===== config.mk =====
export PLATFORM = sky130hd
export DESIGN_NAME = pipeline_stall_ctrl_flat
export DESIGN_NICKNAME = d
export VERILOG_FILES = /design/src/rtl/pipeline_stall_ctrl_if.sv /design/src/rtl/pipeline_stall_ctrl.sv /design/src/flat_wrapper.sv
export SDC_FILE = /design/constraint.sdc
export NUM_CORES = 1
export LEC_CHECK = 0
export ABC_CLOCK_PERIOD_IN_PS = 2100
export BUFFER_PORTS_ARGS = -buffer_cell sky130_fd_sc_hd__clkbuf_2
export CAP_MARGIN = 25
export CORE_MARGIN = 1.5
export CORE_UTILIZATION = 45
export DETAILED_ROUTE_END_ITERATION = 8
export PLACE_DENSITY = 0.84
export SLEW_MARGIN = 10
export SYNTH_ARGS = -nofsm -noshare
export SYNTH_HDL_FRONTEND = slang
export SYNTH_SLANG_ARGS = --single-unit

===== constraint.sdc =====
create_clock -name clk -period 2.1 [get_ports clk]
set_input_delay 0.315 -clock clk [delete_from_list [all_inputs] [get_ports clk]]
set_output_delay 0.315 -clock clk [all_outputs]
set_load 0.05 [all_outputs]

===== src/rtl/pipeline_stall_ctrl_if.sv =====
// Hazard/stall handshake bundle between the pipeline datapath and the stall sequencer.
// The master side raises hazard requests; the slave side returns stall, flush and divider timing.
interface pipeline_stall_ctrl_if #(
    parameter int unsigned CNT_WIDTH = 32
);
    logic                 id_load_use;
    logic                 ex_div_req;
    logic                 mem_wait;
    logic                 exc_valid;
    logic [4:0]           stall;
    logic                 flush;
    logic                 new_pc_valid;
    logic [31:0]          new_pc;
    logic                 div_start;
    logic                 div_done;
    logic [CNT_WIDTH-1:0] perf_stall_cnt;

    modport master (
        output id_load_use, ex_div_req, mem_wait, exc_valid,
        input  stall, flush, new_pc_valid, new_pc, div_start, div_done, perf_stall_cnt
    );

    modport slave (
        input  id_load_use, ex_div_req, mem_wait, exc_valid,
        output stall, flush, new_pc_valid, new_pc, div_start, div_done, perf_stall_cnt
    );
endinterface


===== src/rtl/pipeline_stall_ctrl.sv =====
// Central hazard/stall sequencer for the 5-stage pipeline: prioritised monotone stall vector,
// exception flush/redirect, EX iterative-divider timing and a saturating stall-cycle counter.
module pipeline_stall_ctrl #(
    parameter int unsigned DIV_CYCLES = 32,
    parameter logic [31:0] EXC_VECTOR = 32'hBFC00380,
    parameter int unsigned CNT_WIDTH  = 32
) (
    input logic                  clk,
    input logic                  rst,
    pipeline_stall_ctrl_if.slave bus
);

    typedef enum logic [1:0] {
        RUN  = 2'd0,
        DIV  = 2'd1,
        HOLD = 2'd2
    } state_t;

    localparam logic [4:0] STALL_NONE = 5'b00000;
    localparam logic [4:0] STALL_ID   = 5'b00011;
    localparam logic [4:0] STALL_EX   = 5'b00111;
    localparam logic [4:0] STALL_MEM  = 5'b01111;

    // The start cycle is itself the first busy cycle, so the count loaded at start covers the rest.
    localparam logic [7:0] DIV_LOAD = 8'(DIV_CYCLES - 2);

    state_t               state;
    logic [7:0]           div_cnt;
    logic [CNT_WIDTH-1:0] perf_cnt;

    logic [4:0] stall_c;
    logic       flush_c;
    logic       div_start_c;
    logic       div_done_c;
    logic       div_stall_c;

    function automatic logic [CNT_WIDTH-1:0] sat_inc(input logic [CNT_WIDTH-1:0] v);
        return (&v) ? v : v + CNT_WIDTH'(1);
    endfunction

    // Outputs are forced to their reset values while rst is high, independent of the requests.
    always_comb begin
        stall_c     = STALL_NONE;
        flush_c     = 1'b0;
        div_start_c = 1'b0;
        div_done_c  = 1'b0;
        div_stall_c = 1'b0;
        if (!rst) begin
            if (bus.exc_valid) begin
                flush_c = 1'b1;
            end else begin
                div_start_c = (state == RUN) && bus.ex_div_req;
                div_stall_c = div_start_c || ((state == DIV) && (div_cnt != 8'd0));
                div_done_c  = ((state == DIV) && (div_cnt == 8'd0)) || (state == HOLD);
                if (bus.mem_wait) begin
                    stall_c = STALL_MEM;
                end else if (div_stall_c) begin
                    stall_c = STALL_EX;
                end else if (bus.id_load_use) begin
                    stall_c = STALL_ID;
                end
            end
        end
    end

    always_ff @(posedge clk or posedge rst) begin
        if (rst) begin
            state    <= RUN;
            div_cnt  <= 8'd0;
            perf_cnt <= '0;
        end else begin
            if (stall_c[0]) begin
                perf_cnt <= sat_inc(perf_cnt);
            end
            if (bus.exc_valid) begin
                state   <= RUN;
                div_cnt <= 8'd0;
            end else begin
                case (state)
                    RUN: begin
                        if (bus.ex_div_req) begin
                            state   <= DIV;
                            div_cnt <= DIV_LOAD;
                        end
                    end
                    DIV: begin
                        if (div_cnt != 8'd0) begin
                            div_cnt <= div_cnt - 8'd1;
                        end else begin
                            // Result is ready; linger in HOLD while a downstream stall keeps EX frozen.
                            state <= stall_c[2] ? HOLD : RUN;
                        end
                    end
                    HOLD: begin
                        if (!stall_c[2]) begin
                            state <= RUN;
                        end
                    end
                    default: begin
                        state   <= RUN;
                        div_cnt <= 8'd0;
                    end
                endcase
            end
        end
    end

    assign bus.stall          = stall_c;
    assign bus.flush          = flush_c;
    assign bus.new_pc_valid   = flush_c;
    assign bus.new_pc         = EXC_VECTOR;
    assign bus.div_start      = div_start_c;
    assign bus.div_done       = div_done_c;
    assign bus.perf_stall_cnt = perf_cnt;

endmodule


===== src/flat_wrapper.sv =====
// flat-port wrapper written by rule: the top's interface ports become plain ports
module pipeline_stall_ctrl_flat 
#(
    parameter int unsigned DIV_CYCLES = 32,
    parameter logic [31:0] EXC_VECTOR = 32'hBFC00380,
    parameter int unsigned CNT_WIDTH  = 32
)
  (clk, rst, bus_id_load_use, bus_ex_div_req, bus_mem_wait, bus_exc_valid, bus_stall, bus_flush, bus_new_pc_valid, bus_new_pc, bus_div_start, bus_div_done, bus_perf_stall_cnt);
  pipeline_stall_ctrl_if #(.CNT_WIDTH(CNT_WIDTH)) bus_i ();
  input logic clk;
  input logic rst;
  input wire logic [$bits(bus_i.id_load_use)-1:0] bus_id_load_use;
  input wire logic [$bits(bus_i.ex_div_req)-1:0] bus_ex_div_req;
  input wire logic [$bits(bus_i.mem_wait)-1:0] bus_mem_wait;
  input wire logic [$bits(bus_i.exc_valid)-1:0] bus_exc_valid;
  output wire logic [$bits(bus_i.stall)-1:0] bus_stall;
  output wire logic [$bits(bus_i.flush)-1:0] bus_flush;
  output wire logic [$bits(bus_i.new_pc_valid)-1:0] bus_new_pc_valid;
  output wire logic [$bits(bus_i.new_pc)-1:0] bus_new_pc;
  output wire logic [$bits(bus_i.div_start)-1:0] bus_div_start;
  output wire logic [$bits(bus_i.div_done)-1:0] bus_div_done;
  output wire logic [$bits(bus_i.perf_stall_cnt)-1:0] bus_perf_stall_cnt;
  assign bus_i.id_load_use = bus_id_load_use;
  assign bus_i.ex_div_req = bus_ex_div_req;
  assign bus_i.mem_wait = bus_mem_wait;
  assign bus_i.exc_valid = bus_exc_valid;
  assign bus_stall = bus_i.stall;
  assign bus_flush = bus_i.flush;
  assign bus_new_pc_valid = bus_i.new_pc_valid;
  assign bus_new_pc = bus_i.new_pc;
  assign bus_div_start = bus_i.div_start;
  assign bus_div_done = bus_i.div_done;
  assign bus_perf_stall_cnt = bus_i.perf_stall_cnt;
  pipeline_stall_ctrl #(.DIV_CYCLES(DIV_CYCLES), .EXC_VECTOR(EXC_VECTOR), .CNT_WIDTH(CNT_WIDTH)) u_core (.clk(clk), .rst(rst), .bus(bus_i));
endmodule

# Yosys cells after proc, flatten, opt, wreduce, memory -nomap -nowiden
# Index checks and enable logic that the tools add are counted.
dict set report totals {
  register_bits 42
  latch_bits 0
  ramBits 0
  romBits 0
  in_bits 6
  out_inout_bits 73
  word_cells 46
  mem_count 0
}
dict set report op_classes {
  addsub 2
  mul 0
  div_mod_pow 0
  magnitude_cmp 0
  eq_ne 7
  shifts 0
  mux 21
  bitwise 1
  reduce_logical 12
}
# operator n
set ops {}
lappend ops {{32-bit by 1-bit adder with 32-bit output, second input constant} 1}
lappend ops {{32-bit AND reduction} 1}
lappend ops {{8-bit two-way mux} 3}
lappend ops {{8-bit case mux with 3 select lines} 1}
lappend ops {{5-bit two-way mux} 4}
lappend ops {{2-bit two-way mux} 6}
lappend ops {{3-bit inequality test, second input constant} 4}
lappend ops {{8-bit logical NOT} 1}
lappend ops {{8-bit nonzero test} 1}
lappend ops {{8-bit by 1-bit subtractor with 8-bit output, second input constant} 1}
lappend ops {{1-bit two-way mux} 6}
lappend ops {{2-bit case mux with 3 select lines} 1}
lappend ops {{3-bit AND reduction} 2}
lappend ops {{1-bit logical AND} 3}
lappend ops {{2-bit by 1-bit == test with 1-bit output, second input constant} 1}
lappend ops {{2-bit == test, second input constant} 1}
lappend ops {{2-bit logical NOT} 1}
lappend ops {{1-bit logical OR} 2}
lappend ops {{2-bit inequality test, second input constant} 1}
lappend ops {{2-bit AND reduction} 1}
lappend ops {{1-bit inverter} 1}

# Longest topological paths before layout
# Gate-level depths: netlist (run 1).
dict set report depth {
  word_depth 11
  mapped_depth 9
  ltp_nobuf 7
}

# Worst setup path before layout (run 1)
# Ideal clock, no wire load.
dict set report synth_path {
  path_kind {register to output}
  startpoint {register u_core.div_cnt[0]}
  endpoint {output port bus_div_done}
  t_arrival_ns 2.595
  required_time_ns 1.785
  setup_slack_ns -0.810
  stages_incl_launch_ff 8
  n_path_buf 1
  cell_sequence {dfrtp_1 inv_1 ha_1 or3b_1 buf_2 nor4b_1 a21oi_1 nor3_1}
}
dict set report synth_via {
  elab_chain_cells 5
}
# item line_no
set synth_rtl {}
lappend synth_rtl {{start, declared} pipeline_stall_ctrl.sv:28} ;# logic [7:0] div_cnt;
lappend synth_rtl {{start signal, assigned} pipeline_stall_ctrl.sv:88} ;# div_cnt <= div_cnt - 8'd1;
lappend synth_rtl {{8-bit logical NOT} pipeline_stall_ctrl.sv:54} ;# div_done_c = ((state == DIV) && (div_cnt == 8'd0)) || (state == HOLD);
lappend synth_rtl {{1-bit logical AND} pipeline_stall_ctrl.sv:54}
lappend synth_rtl {{1-bit logical OR} pipeline_stall_ctrl.sv:54}
lappend synth_rtl {{1-bit two-way mux} pipeline_stall_ctrl.sv:49} ;# if (bus.exc_valid) begin
lappend synth_rtl {{1-bit two-way mux} pipeline_stall_ctrl.sv:48} ;# if (!rst) begin
lappend synth_rtl {{end, declared} flat_wrapper.sv:21} ;# output wire logic [$bits(bus_i.div_done)-1:0] bus_div_done;
# Every way passes these cells.

# Final worst setup path (run 1)
dict set report layout_path {
  startpoint {register u_core.div_cnt[1]}
  endpoint {output port bus_stall[0]}
}
dict set report layout_via {
  elab_chain_cells 7
}
# item line_no
set layout_rtl {}
lappend layout_rtl {{8-bit nonzero test} pipeline_stall_ctrl.sv:53} ;# div_stall_c = div_start_c || ((state == DIV) && (div_cnt != 8'd0));
lappend layout_rtl {{1-bit logical AND} pipeline_stall_ctrl.sv:53}
lappend layout_rtl {{1-bit logical OR} pipeline_stall_ctrl.sv:53}
lappend layout_rtl {{5-bit two-way mux} pipeline_stall_ctrl.sv:57} ;# end else if (div_stall_c) begin
lappend layout_rtl {{5-bit two-way mux} pipeline_stall_ctrl.sv:55} ;# if (bus.mem_wait) begin
lappend layout_rtl {{5-bit two-way mux} pipeline_stall_ctrl.sv:49}
lappend layout_rtl {{5-bit two-way mux} pipeline_stall_ctrl.sv:48}
lappend layout_rtl {{end, declared} flat_wrapper.sv:16} ;# output wire logic [$bits(bus_i.stall)-1:0] bus_stall;
# Every way passes these cells.

==> results of run 1 <==
[placed cells by master (no fill, tap or decap), drive strengths merged, types with 5 or more instances in the layout]
master  instances
nor3           19
and2            5
conb           33
xnor2          11
o21ai           7
xor2           21
inv             9
dfrtp          42
nand3          12
nor2           15
clkbuf         51
nand4          11
nand2          20
nor4           11
buf            40
[registers in the layout (all words and copies together) (netlist names)]
signal / flops
u_core.div_cnt: 8
u_core.bus.perf_stall_cnt: 32
u_core.state: 2
[cells by family after synthesis]
logic type	after synthesis	synth area share, %
buffers and inverters	54	13.49
AO/OA/AOI/OAI	22	6.843
XOR/XNOR	32	10.95
flip-flops	42	41.06
other	2	0.2934
AND/OR/NAND/NOR	118	25.37
adder cells (fa/ha/maj)	2	0.9774
multiplexers	2	1.026
[worst max path at each step]
stage / startpoint / slack [ps] / cells after the start / endpoint
4_1_cts: u_core.div_cnt[1] / -330 / 7 / bus_stall[0]
3_5_place_dp: u_core.div_cnt[1] / -170 / 7 / bus_div_done
3_3_place_gp: u_core.div_cnt[1] / -130 / 7 / bus_div_done
5_1_grt: u_core.div_cnt[1] / -420 / 7 / bus_stall[0]
6_report: u_core.div_cnt[1] / -370 / 7 / bus_stall[0]
2_1_floorplan: u_core.div_cnt[0] / -410 / 9 / bus_stall[1]
[routing by layer]
metal	global-route usage [%]	wire length (um)
met5	0	0
met4	6.250	85
met3	2.209	236
met2	36.61	3279
met1	23.74	2346
[stage by stage]
step	worst slack [ps]	utilization (%)
2_1_floorplan	-412.7	-
3_3_place_gp	-130.9	53.92
3_5_place_dp	-174.9	53.92
4_1_cts	-334.5	58.71
5_1_grt	-421.7	60.24
6_report	-369.1	60.24
[where the power goes]
group | total (uW) | switching [uW] | internal [uW] | leakage (uW)
sequential | 1050 | 129 | 918 | 0.000527
combinational | 1060 | 733 | 324 | 0.00103
clock | 665 | 277 | 388 | 0.0000585
[worst max-delay path, stage by stage, from the launching register on]
cell and delay (ps):
sky130_fd_sc_hd__dfrtp_1 390, sky130_fd_sc_hd__inv_2 90, sky130_fd_sc_hd__ha_4 140, sky130_fd_sc_hd__or3b_4 420, sky130_fd_sc_hd__o311a_4 360, sky130_fd_sc_hd__nor2_4 140
sky130_fd_sc_hd__clkinvlp_4 140, sky130_fd_sc_hd__clkbuf_8 190
[what timing repair did]
item                       CTS  global route
gates cloned                 0             1
gates resized for setup     21            16
setup endpoints to repair   38            42
hold buffers                 0             0
pin swaps                    5             7
setup buffers                4             2
[layout make-up]
class | instances | area share, %
multi-input combinational | 209 | 41.91
sequential | 42 | 32.14
timing repair buffer | 84 | 18.48
tap | 72 | 2.716
clock buffer | 7 | 2.603
inverter | 10 | 1.245
clock inverter | 1 | 0.9053
==> report_table.html, run 1 <==
<table>
<tr><th>Metric</th><th>Value</th></tr>
<tr><th colspan="2">Status</th></tr>
<tr><td>Outcome</td><td>complete, but fails checks</td></tr>
<tr><td>Violations in the final reports</td><td>negative setup slack</td></tr>
<tr><th colspan="2">Final layout</th></tr>
<tr><td>Flip-flop and latch area</td><td>between 0.001 and 0.0015 mm^2</td></tr>
<tr><td>Number of inserted diodes</td><td>0</td></tr>
<tr><td>Area growth, synth to finish</td><td>29.57%</td></tr>
<tr><td>Combined area of the multi-input logic cells</td><td>0.001390 mm^2</td></tr>
<tr><td>Layout cells sized above 1</td><td>36.83%</td></tr>
<tr><td>Final std cell area, no fill</td><td>0.003317 mm^2</td></tr>
<tr><td>Filler Cells Inserted</td><td>475</td></tr>
<tr><td>Non-filler instance count after layout</td><td>425</td></tr>
<tr><td>Net count reported at finish</td><td>360</td></tr>
<tr><th colspan="2">Timing</th></tr>
<tr><td>Worst-case hold slack</td><td>approximately 130 ps</td></tr>
<tr><td>Achievable Freq</td><td>405.0 MHz</td></tr>
<tr><td>Min cycle time layout</td><td>2469 ps</td></tr>
<tr><td>Share of the clock period used by the worst path</td><td>117.6%</td></tr>
<tr><td>Number of hold violations in the final report</td><td>0</td></tr>
<tr><td>Number of pins with negative max-slew slack in the final report</td><td>0</td></tr>
<tr><td>Summed negative setup slack over all endpoints</td><td>-6968 ps</td></tr>
<tr><td>Count of final setup violators</td><td>36</td></tr>
<tr><td>Min setup slack post-route</td><td>-369.1 ps</td></tr>
<tr><td>Worst clock skew</td><td>9.834 ps</td></tr>
<tr><td>Transition at the pin with the smallest max-transition slack</td><td>654.9 ps</td></tr>
<tr><td>Unrepaired setup endpoints after global routing</td><td>yes</td></tr>
<tr><td>Max transition margin</td><td>56.29%</td></tr>
<tr><th colspan="2">CTS</th></tr>
<tr><td>Maximum number of buffers from clock root to sink</td><td>2</td></tr>
<tr><td>Clk_lat worst skew</td><td>300 ps</td></tr>
<tr><td>Clock tree from TritonCTS</td><td>yes</td></tr>
<tr><td>Total CTS buffers</td><td>5</td></tr>
<tr><td>Clock transition at the registers of the reported paths</td><td>roughly 80 ps</td></tr>
<tr><td>CTS root buffer</td><td>sky130_fd_sc_hd__clkbuf_8</td></tr>
<tr><td>Number of levels in the clock H-tree</td><td>2</td></tr>
<tr><td>Number of sinks driven by the clock tree</td><td>42</td></tr>
<tr><th colspan="2">Synth</th></tr>
<tr><td>Synthesis-stage register bit count</td><td>42</td></tr>
<tr><td>Sequential-to-total area share from yosys stat</td><td>41.06%</td></tr>
<tr><td>Dominant cells by area after synthesis</td><td>sky130_fd_sc_hd__dfrtp_1 41%, sky130_fd_sc_hd__buf_4 11%, sky130_fd_sc_hd__xor2_1 7.2%, sky130_fd_sc_hd__xnor2_1 3.8%, sky130_fd_sc_hd__nor3_1 3.5%</td></tr>
<tr><td>Synth top cells by count</td><td>42 x sky130_fd_sc_hd__dfrtp_1, 36 x sky130_fd_sc_hd__buf_4, 21 x sky130_fd_sc_hd__xor2_1</td></tr>
<tr><td>Number of enable-type register cells in the synthesized netlist</td><td>0</td></tr>
<tr><td>Cell type with the largest total area after synthesis</td><td>sky130_fd_sc_hd__dfrtp_1</td></tr>
<tr><td>Top-area cell type share of the netlist area</td><td>between 40% and 50%</td></tr>
<tr><td>Synthesis Warnings</td><td>0</td></tr>
<tr><td>Most instantiated library cell after synthesis</td><td>sky130_fd_sc_hd__dfrtp_1</td></tr>
<tr><td>Mapped Cells</td><td>274</td></tr>
<tr><td>Top FF cell, synth</td><td>sky130_fd_sc_hd__dfrtp_1</td></tr>
<tr><td>Per-instance average area after synthesis</td><td>between 9 and 10 um^2</td></tr>
<tr><td>Number of library cell types mapped by synthesis</td><td>45</td></tr>
<tr><td>Synthesized cell area</td><td>0.002560 mm^2</td></tr>
<tr><td>Fraction of synthesis flops using an asynchronous set or reset pin</td><td>100.0%</td></tr>
<tr><th colspan="2">Worst setup path</th></tr>
<tr><td>Top fanout value on the critical path</td><td>4</td></tr>
<tr><td>Worst reg-to-reg path cell count</td><td>10</td></tr>
<tr><td>Kind of critical path</td><td>flip-flop to primary output</td></tr>
<tr><td>Endpoint arrival time on the critical path</td><td>around 2200 ps</td></tr>
<tr><td>Critical path launch point type</td><td>flip-flop</td></tr>
<tr><td>Worst Setup End Kind</td><td>primary output</td></tr>
<tr><td>R2R Path Start</td><td>u_core.div_cnt[1]</td></tr>
<tr><td>Worst Path Required</td><td>1780 ps</td></tr>
<tr><td>Worst r2r dst</td><td>u_core.bus.perf_stall_cnt[31]</td></tr>
<tr><td>Flop-to-flop setup slack</td><td>-290 ps</td></tr>
<tr><th colspan="2">Place</th></tr>
<tr><td>Detail Placement HPWL</td><td>4.284 mm</td></tr>
<tr><td>Cell area reported after detailed placement</td><td>0.002969 mm^2</td></tr>
<tr><td>Buffers added on ports</td><td>45</td></tr>
<tr><td>Placer Congestion</td><td>0.8388</td></tr>
<tr><td>Total instance count after detailed placement</td><td>410</td></tr>
<tr><th colspan="2">Die</th></tr>
<tr><td>Die area</td><td>slightly above 0.006 mm^2</td></tr>
<tr><td>Placement row count</td><td>27</td></tr>
<tr><td>Die Wd</td><td>78.43 um</td></tr>
<tr><td>Top Ports</td><td>between 70 and 80</td></tr>
<tr><td>Area of the core</td><td>0.005507 mm^2</td></tr>
<tr><td>Initial Util</td><td>between 40 and 50%</td></tr>
<tr><td>Chip Height</td><td>78.43 um</td></tr>
<tr><th colspan="2">GRT</th></tr>
<tr><td>Remaining global-route overflow</td><td>0</td></tr>
<tr><td>Initial antenna violation count</td><td>0</td></tr>
<tr><td>Global-route wire length before repair</td><td>9.639 mm</td></tr>
<tr><td>Largest net degree at the start of global routing</td><td>18</td></tr>
<tr><td>Number of global-route vias before repair</td><td>roughly 2100</td></tr>
<tr><td>Total routing usage reported by global routing</td><td>19.73%</td></tr>
<tr><th colspan="2">Routing</th></tr>
<tr><td>Antenna-violating nets left</td><td>0</td></tr>
<tr><td>First-pass iteration count of the detailed router</td><td>4</td></tr>
<tr><td>Via-to-Cell Ratio</td><td>a little over 5</td></tr>
<tr><td>DRC viols</td><td>0</td></tr>
<tr><td>Routed WL per cell</td><td>around 14 um</td></tr>
<tr><td>Via count</td><td>2173</td></tr>
<tr><td>Detailed Route WL</td><td>5.947 mm</td></tr>
<tr><td>Violation count after the first detailed-routing iteration</td><td>70</td></tr>
<tr><th colspan="2">Min path</th></tr>
<tr><td>Tightest Hold Check Type</td><td>primary input to async pin</td></tr>
<tr><th colspan="2">Job</th></tr>
<tr><td>Max Cap Viol</td><td>0</td></tr>
<tr><th colspan="2">Pwr</th></tr>
<tr><td>Peak ir drop on the vdd network</td><td>0.0009567 V</td></tr>
<tr><td>Power, Total</td><td>2769 uW</td></tr>
<tr><td>Leak pwr</td><td>0.001616 uW</td></tr>
<tr><td>Pwr per Cell Area</td><td>834.7 mW/mm^2</td></tr>
</table>
Note: power is estimated with default switching activity, not from simulation.
==> run 2, diff against run 1 <==
--- a/config.mk
+++ b/config.mk
@@ -6,12 +6,14 @@
 export NUM_CORES = 1
 export LEC_CHECK = 0
 export ABC_CLOCK_PERIOD_IN_PS = 2100
-export BUFFER_PORTS_ARGS = -buffer_cell sky130_fd_sc_hd__clkbuf_2
 export CAP_MARGIN = 25
 export CORE_MARGIN = 1.5
 export CORE_UTILIZATION = 45
+export CTS_BUF_LIST = sky130_fd_sc_hd__clkbuf_8
 export DETAILED_ROUTE_END_ITERATION = 8
-export PLACE_DENSITY = 0.84
+export DONT_BUFFER_PORTS = 1
+export PLACE_DENSITY = 0.72
+export REMOVE_ABC_BUFFERS = 1
 export SLEW_MARGIN = 10
 export SYNTH_ARGS = -nofsm -noshare
 export SYNTH_HDL_FRONTEND = slang
==> run 2 against run 1 <==
  * The flow still finishes with violations (negative setup slack)
  * First-iteration DRC count rose to 2.8 times the previous value
  * Clock-buffer cell count fell by 1
  * Critical path depth rose by 1
  * Clock skew fell by 3.4 ps
  * Maximum frequency rose by 0.72%
  * Sequential cell count unchanged
  * Largest cell class unchanged
==> report_table.html, run 2 (synthesized netlist as in run 1, its figures left out) <==
<table>
<tr><th>Metric</th><th>Value</th></tr>
<tr><th colspan="2">Status</th></tr>
<tr><td>Outcome</td><td>complete, but fails checks (unchanged)</td></tr>
<tr><td>Violations in the final reports</td><td>negative setup slack (unchanged)</td></tr>
<tr><th colspan="2">Timing</th></tr>
<tr><td>Unrepaired setup endpoints after global routing</td><td>yes (unchanged)</td></tr>
<tr><td>Number of hold violations in the final report</td><td>0 (unchanged)</td></tr>
<tr><td>Worst-case hold slack</td><td>17.54 ps (was 127.9 ps)</td></tr>
<tr><td>Min cycle time layout</td><td>2452 ps (was 2469 ps)</td></tr>
<tr><td>Share of the clock period used by the worst path</td><td>116.7% (was 117.6%)</td></tr>
<tr><td>Transition at the pin with the smallest max-transition slack</td><td>542.9 ps (was 654.9 ps)</td></tr>
<tr><td>Count of final setup violators</td><td>36 (unchanged)</td></tr>
<tr><td>Max transition margin</td><td>63.81% (was 56.29%)</td></tr>
<tr><td>Number of pins with negative max-slew slack in the final report</td><td>0 (unchanged)</td></tr>
<tr><td>Achievable Freq</td><td>407.9 MHz (was 405.0 MHz)</td></tr>
<tr><td>Worst clock skew</td><td>6.421 ps (was 9.834 ps)</td></tr>
<tr><td>Min setup slack post-route</td><td>-351.5 ps (was -369.1 ps)</td></tr>
<tr><th colspan="2">Die</th></tr>
<tr><td>Placement row count</td><td>27 (unchanged)</td></tr>
<tr><td>Chip Height</td><td>78.43 um (unchanged)</td></tr>
<tr><td>Area of the core</td><td>0.005507 mm^2 (unchanged)</td></tr>
<tr><td>Die area</td><td>0.006150 mm^2 (unchanged)</td></tr>
<tr><td>Initial Util</td><td>46.49% (unchanged)</td></tr>
<tr><td>Die Wd</td><td>78.43 um (unchanged)</td></tr>
<tr><td>Top Ports</td><td>79 (unchanged)</td></tr>
<tr><th colspan="2">Final layout</th></tr>
<tr><td>Combined area of the multi-input logic cells</td><td>0.001613 mm^2 (was 0.001390 mm^2)</td></tr>
<tr><td>Final std cell area, no fill</td><td>0.003633 mm^2 (was 0.003317 mm^2)</td></tr>
<tr><td>Number of inserted diodes</td><td>0 (unchanged)</td></tr>
<tr><td>Flip-flop and latch area</td><td>0.001051 mm^2 (was 0.001066 mm^2)</td></tr>
<tr><td>Layout cells sized above 1</td><td>39.32% (was 36.83%)</td></tr>
<tr><td>Area growth, synth to finish</td><td>41.94% (was 29.57%)</td></tr>
<tr><td>Filler Cells Inserted</td><td>399 (was 475)</td></tr>
<tr><td>Largest register FFs</td><td>32 (unchanged)</td></tr>
<tr><td>Non-filler instance count after layout</td><td>423 (was 425)</td></tr>
<tr><td>Most common cell after layout, fill and taps aside</td><td>sky130_fd_sc_hd__buf_4 (was sky130_fd_sc_hd__clkbuf_2)</td></tr>
<tr><td>Most used cells in the layout excluding fill and tap cells</td><td>66 x sky130_fd_sc_hd__buf_4, 42 x sky130_fd_sc_hd__dfrtp_1, 33 x sky130_fd_sc_hd__conb_1, 21 x sky130_fd_sc_hd__xor2_1, 19 x sky130_fd_sc_hd__nand2_1 (was 41 x sky130_fd_sc_hd__clkbuf_2, 33 x sky130_fd_sc_hd__conb_1, 31 x sky130_fd_sc_hd__buf_4, 30 x sky130_fd_sc_hd__dfrtp_1, 21 x sky130_fd_sc_hd__xor2_1)</td></tr>
<tr><td>Net count reported at finish</td><td>358 (was 360)</td></tr>
<tr><th colspan="2">GRT</th></tr>
<tr><td>Number of global-route vias before repair</td><td>2330 (was 2116)</td></tr>
<tr><td>Remaining global-route overflow</td><td>0 (unchanged)</td></tr>
<tr><td>Global-route wire length before repair</td><td>11.33 mm (was 9.639 mm)</td></tr>
<tr><td>Initial antenna violation count</td><td>0 (unchanged)</td></tr>
<tr><td>Total routing usage reported by global routing</td><td>23.84% (was 19.73%)</td></tr>
<tr><td>Largest net degree at the start of global routing</td><td>43 (was 18)</td></tr>
<tr><th colspan="2">CTS</th></tr>
<tr><td>Maximum number of buffers from clock root to sink</td><td>2 (unchanged)</td></tr>
<tr><td>Number of sinks driven by the clock tree</td><td>42 (unchanged)</td></tr>
<tr><td>Clk_lat worst skew</td><td>310 ps (was 300 ps)</td></tr>
<tr><td>Clock transition at the registers of the reported paths</td><td>80 ps (about the same)</td></tr>
<tr><td>CTS root buffer</td><td>sky130_fd_sc_hd__clkbuf_8 (unchanged)</td></tr>
<tr><td>Total CTS buffers</td><td>5 (unchanged)</td></tr>
<tr><td>Number of levels in the clock H-tree</td><td>2 (unchanged)</td></tr>
<tr><td>Clock tree from TritonCTS</td><td>yes (unchanged)</td></tr>
<tr><th colspan="2">Worst setup path</th></tr>
<tr><td>R2R Path Start</td><td>u_core.div_cnt[1] (unchanged)</td></tr>
<tr><td>Worst reg-to-reg path cell count</td><td>10 (unchanged)</td></tr>
<tr><td>Delay-heaviest family, CP</td><td>simple AND/OR/NAND/NOR gates (unchanged)</td></tr>
<tr><td>Endpoint arrival time on the critical path</td><td>2140 ps (was 2150 ps)</td></tr>
<tr><td>Kind of critical path</td><td>flip-flop to primary output (unchanged)</td></tr>
<tr><td>Buffers &amp; Inverters on Critical Path</td><td>3 (unchanged)</td></tr>
<tr><td>Worst Setup End Kind</td><td>primary output (unchanged)</td></tr>
<tr><td>Worst r2r dst</td><td>u_core.bus.perf_stall_cnt[1] (was u_core.bus.perf_stall_cnt[31])</td></tr>
<tr><td>Series of cell instances along the critical path</td><td>inv_2 &gt; ha_4 &gt; or3b_4 &gt; nor4b_4 &gt; buf_4 &gt; a21oi_4 &gt; nor3_2 &gt; buf_6 (was inv_2 &gt; ha_4 &gt; or3b_4 &gt; o311a_4 &gt; nor2_4 &gt; clkinvlp_4 &gt; clkbuf_8)</td></tr>
<tr><td>Crit path largest cell delay</td><td>420 ps (about the same)</td></tr>
<tr><td>Flop-to-flop setup slack</td><td>-220 ps (was -290 ps)</td></tr>
<tr><td>Critical-path top delay cell</td><td>sky130_fd_sc_hd__or3b_4 (unchanged)</td></tr>
<tr><td>Critical path launch point type</td><td>flip-flop (unchanged)</td></tr>
<tr><td>Worst Path Required</td><td>1780 ps (about the same)</td></tr>
<tr><td>Top fanout value on the critical path</td><td>3 (was 4)</td></tr>
<tr><th colspan="2">Place</th></tr>
<tr><td>Cell area reported after detailed placement</td><td>0.002927 mm^2 (was 0.002969 mm^2)</td></tr>
<tr><td>Detail Placement HPWL</td><td>4.373 mm (was 4.284 mm)</td></tr>
<tr><td>Placer Congestion</td><td>0.9070 (was 0.8388)</td></tr>
<tr><td>Total instance count after detailed placement</td><td>395 (was 410)</td></tr>
<tr><td>Buffers added on ports</td><td>0 (was 45)</td></tr>
<tr><td>Setup slack at placement</td><td>-155.3 ps (was -174.9 ps)</td></tr>
<tr><th colspan="2">Pwr</th></tr>
<tr><td>Power dissipated by switching net loads</td><td>1222 uW (was 1139 uW)</td></tr>
<tr><td>Internal Pwr Total</td><td>1606 uW (was 1630 uW)</td></tr>
<tr><td>Switching fraction of total power</td><td>43.22% (was 41.13%)</td></tr>
<tr><td>Pwr per Cell Area</td><td>778.5 mW/mm^2 (was 834.7 mW/mm^2)</td></tr>
<tr><td>Peak ir drop on the vdd network</td><td>0.0009782 V (was 0.0009567 V)</td></tr>
<tr><td>Share of power burned in the clock network</td><td>19.7% (was 24.0%)</td></tr>
<tr><td>Power, Total</td><td>2829 uW (was 2769 uW)</td></tr>
<tr><td>Combinational group share of total power</td><td>45.3% (was 38.2%)</td></tr>
<tr><td>Leak pwr</td><td>0.001685 uW (was 0.001616 uW)</td></tr>
<tr><td>Part of the total power dissipated in sequential elements</td><td>35.0% (was 37.8%)</td></tr>
<tr><th colspan="2">Routing</th></tr>
<tr><td>Via-to-Cell Ratio</td><td>5.400 (was 5.113)</td></tr>
<tr><td>Via count</td><td>2284 (was 2173)</td></tr>
<tr><td>Violation count after the first detailed-routing iteration</td><td>195 (was 70)</td></tr>
<tr><td>Detailed Route WL</td><td>7.273 mm (was 5.947 mm)</td></tr>
<tr><td>Routed WL per cell</td><td>17.19 um (was 13.99 um)</td></tr>
<tr><td>Antenna-violating nets left</td><td>0 (unchanged)</td></tr>
<tr><td>DRC viols</td><td>0 (unchanged)</td></tr>
<tr><td>First-pass iteration count of the detailed router</td><td>4 (unchanged)</td></tr>
<tr><th colspan="2">Min path</th></tr>
<tr><td>Tightest Hold Check Type</td><td>primary input to async pin (unchanged)</td></tr>
<tr><th colspan="2">Job</th></tr>
<tr><td>Max Cap Viol</td><td>0 (unchanged)</td></tr>
</table>
run 2: cell count changes in the layout (fill, tap and decap cells not counted), moves of 12 or more:
cell	delta
sky130_fd_sc_hd__clkbuf_2	-41
sky130_fd_sc_hd__buf_4	+35
sky130_fd_sc_hd__dfrtp_2	-12
sky130_fd_sc_hd__dfrtp_1	+12
sky130_fd_sc_hd__nor3_1	-12
run 2: metrics by stage:
| step | util (%) | setup TNS (ps) |
|---|---|---|
| 2_1_floorplan | - | -7244 |
| 3_3_place_gp | 53.15 | -99.42 |
| 3_5_place_dp | 53.15 | -2132 |
| 4_1_cts | 62.12 | -3727 |
| 5_1_grt | 65.99 | -6593 |
| 6_report | 65.99 | -5015 |
run 2: cell type report:
cell class | instances | area share (%)
Sequential cell | 42 | 28.93
Tap cell | 72 | 2.479
Inverter | 10 | 1.033
Timing Repair Buffer | 82 | 20.66
Clock inverter | 2 | 0.2410
Multi-Input combinational cell | 209 | 44.39
Clock buffer | 6 | 2.273
run 2: power by group through the flow:
stage | registers, uW | clock network, uW | logic, uW
floorplan | 1300 | 0 | 427
global placement | 989 | 0 | 1030
detailed placement | 995 | 0 | 1050
CTS | 982 | 554 | 1190
global route | 1000 | 590 | 1350
finish | 991 | 556 | 1280
run 2: worst max path at each step:
stage                         endpoint  depth (start not counted)  slack (ps)         startpoint
after floorplan           bus_div_done                          6        -790  u_core.div_cnt[0]
after global routing      bus_div_done                          8        -400  u_core.div_cnt[1]
final                     bus_div_done                          8        -350  u_core.div_cnt[1]
after detailed placement  bus_div_done                          8        -160  u_core.div_cnt[1]
after global placement    bus_div_done                          8         -40  u_core.div_cnt[1]
after CTS                 bus_div_done                          8        -310  u_core.div_cnt[1]
run 2: metal layers:
layer / vias to the layer above / track usage (%) / share of wire [%]
li1: 1049 / - / -
met1: 1136 / 27.87 / 40
met2: 86 / 41.83 / 53
met3: 13 / 5.814 / 5.8
met4: 0 / 9.643 / 2.1
met5: - / 0 / 0
run 2: what timing repair did:
item,4_1_cts,5_1_grt
setup endpoints to repair,23,43
hold buffers,0,0
pin swaps,15,27
gates resized for setup,50,32
cloned,3,0
buffers inserted,12,7
run 2: worst reg2reg max path, cell delays in order (launching register included):
cell	delay (ps)
sky130_fd_sc_hd__dfrtp_1	410
sky130_fd_sc_hd__inv_2	90
sky130_fd_sc_hd__ha_4	140
sky130_fd_sc_hd__or3b_4	420
sky130_fd_sc_hd__o311a_4	350
sky130_fd_sc_hd__nor2_4	130
sky130_fd_sc_hd__buf_6	120
sky130_fd_sc_hd__buf_6	110
sky130_fd_sc_hd__buf_6	110
sky130_fd_sc_hd__nor2_4	40
sky130_fd_sc_hd__mux2_4	300
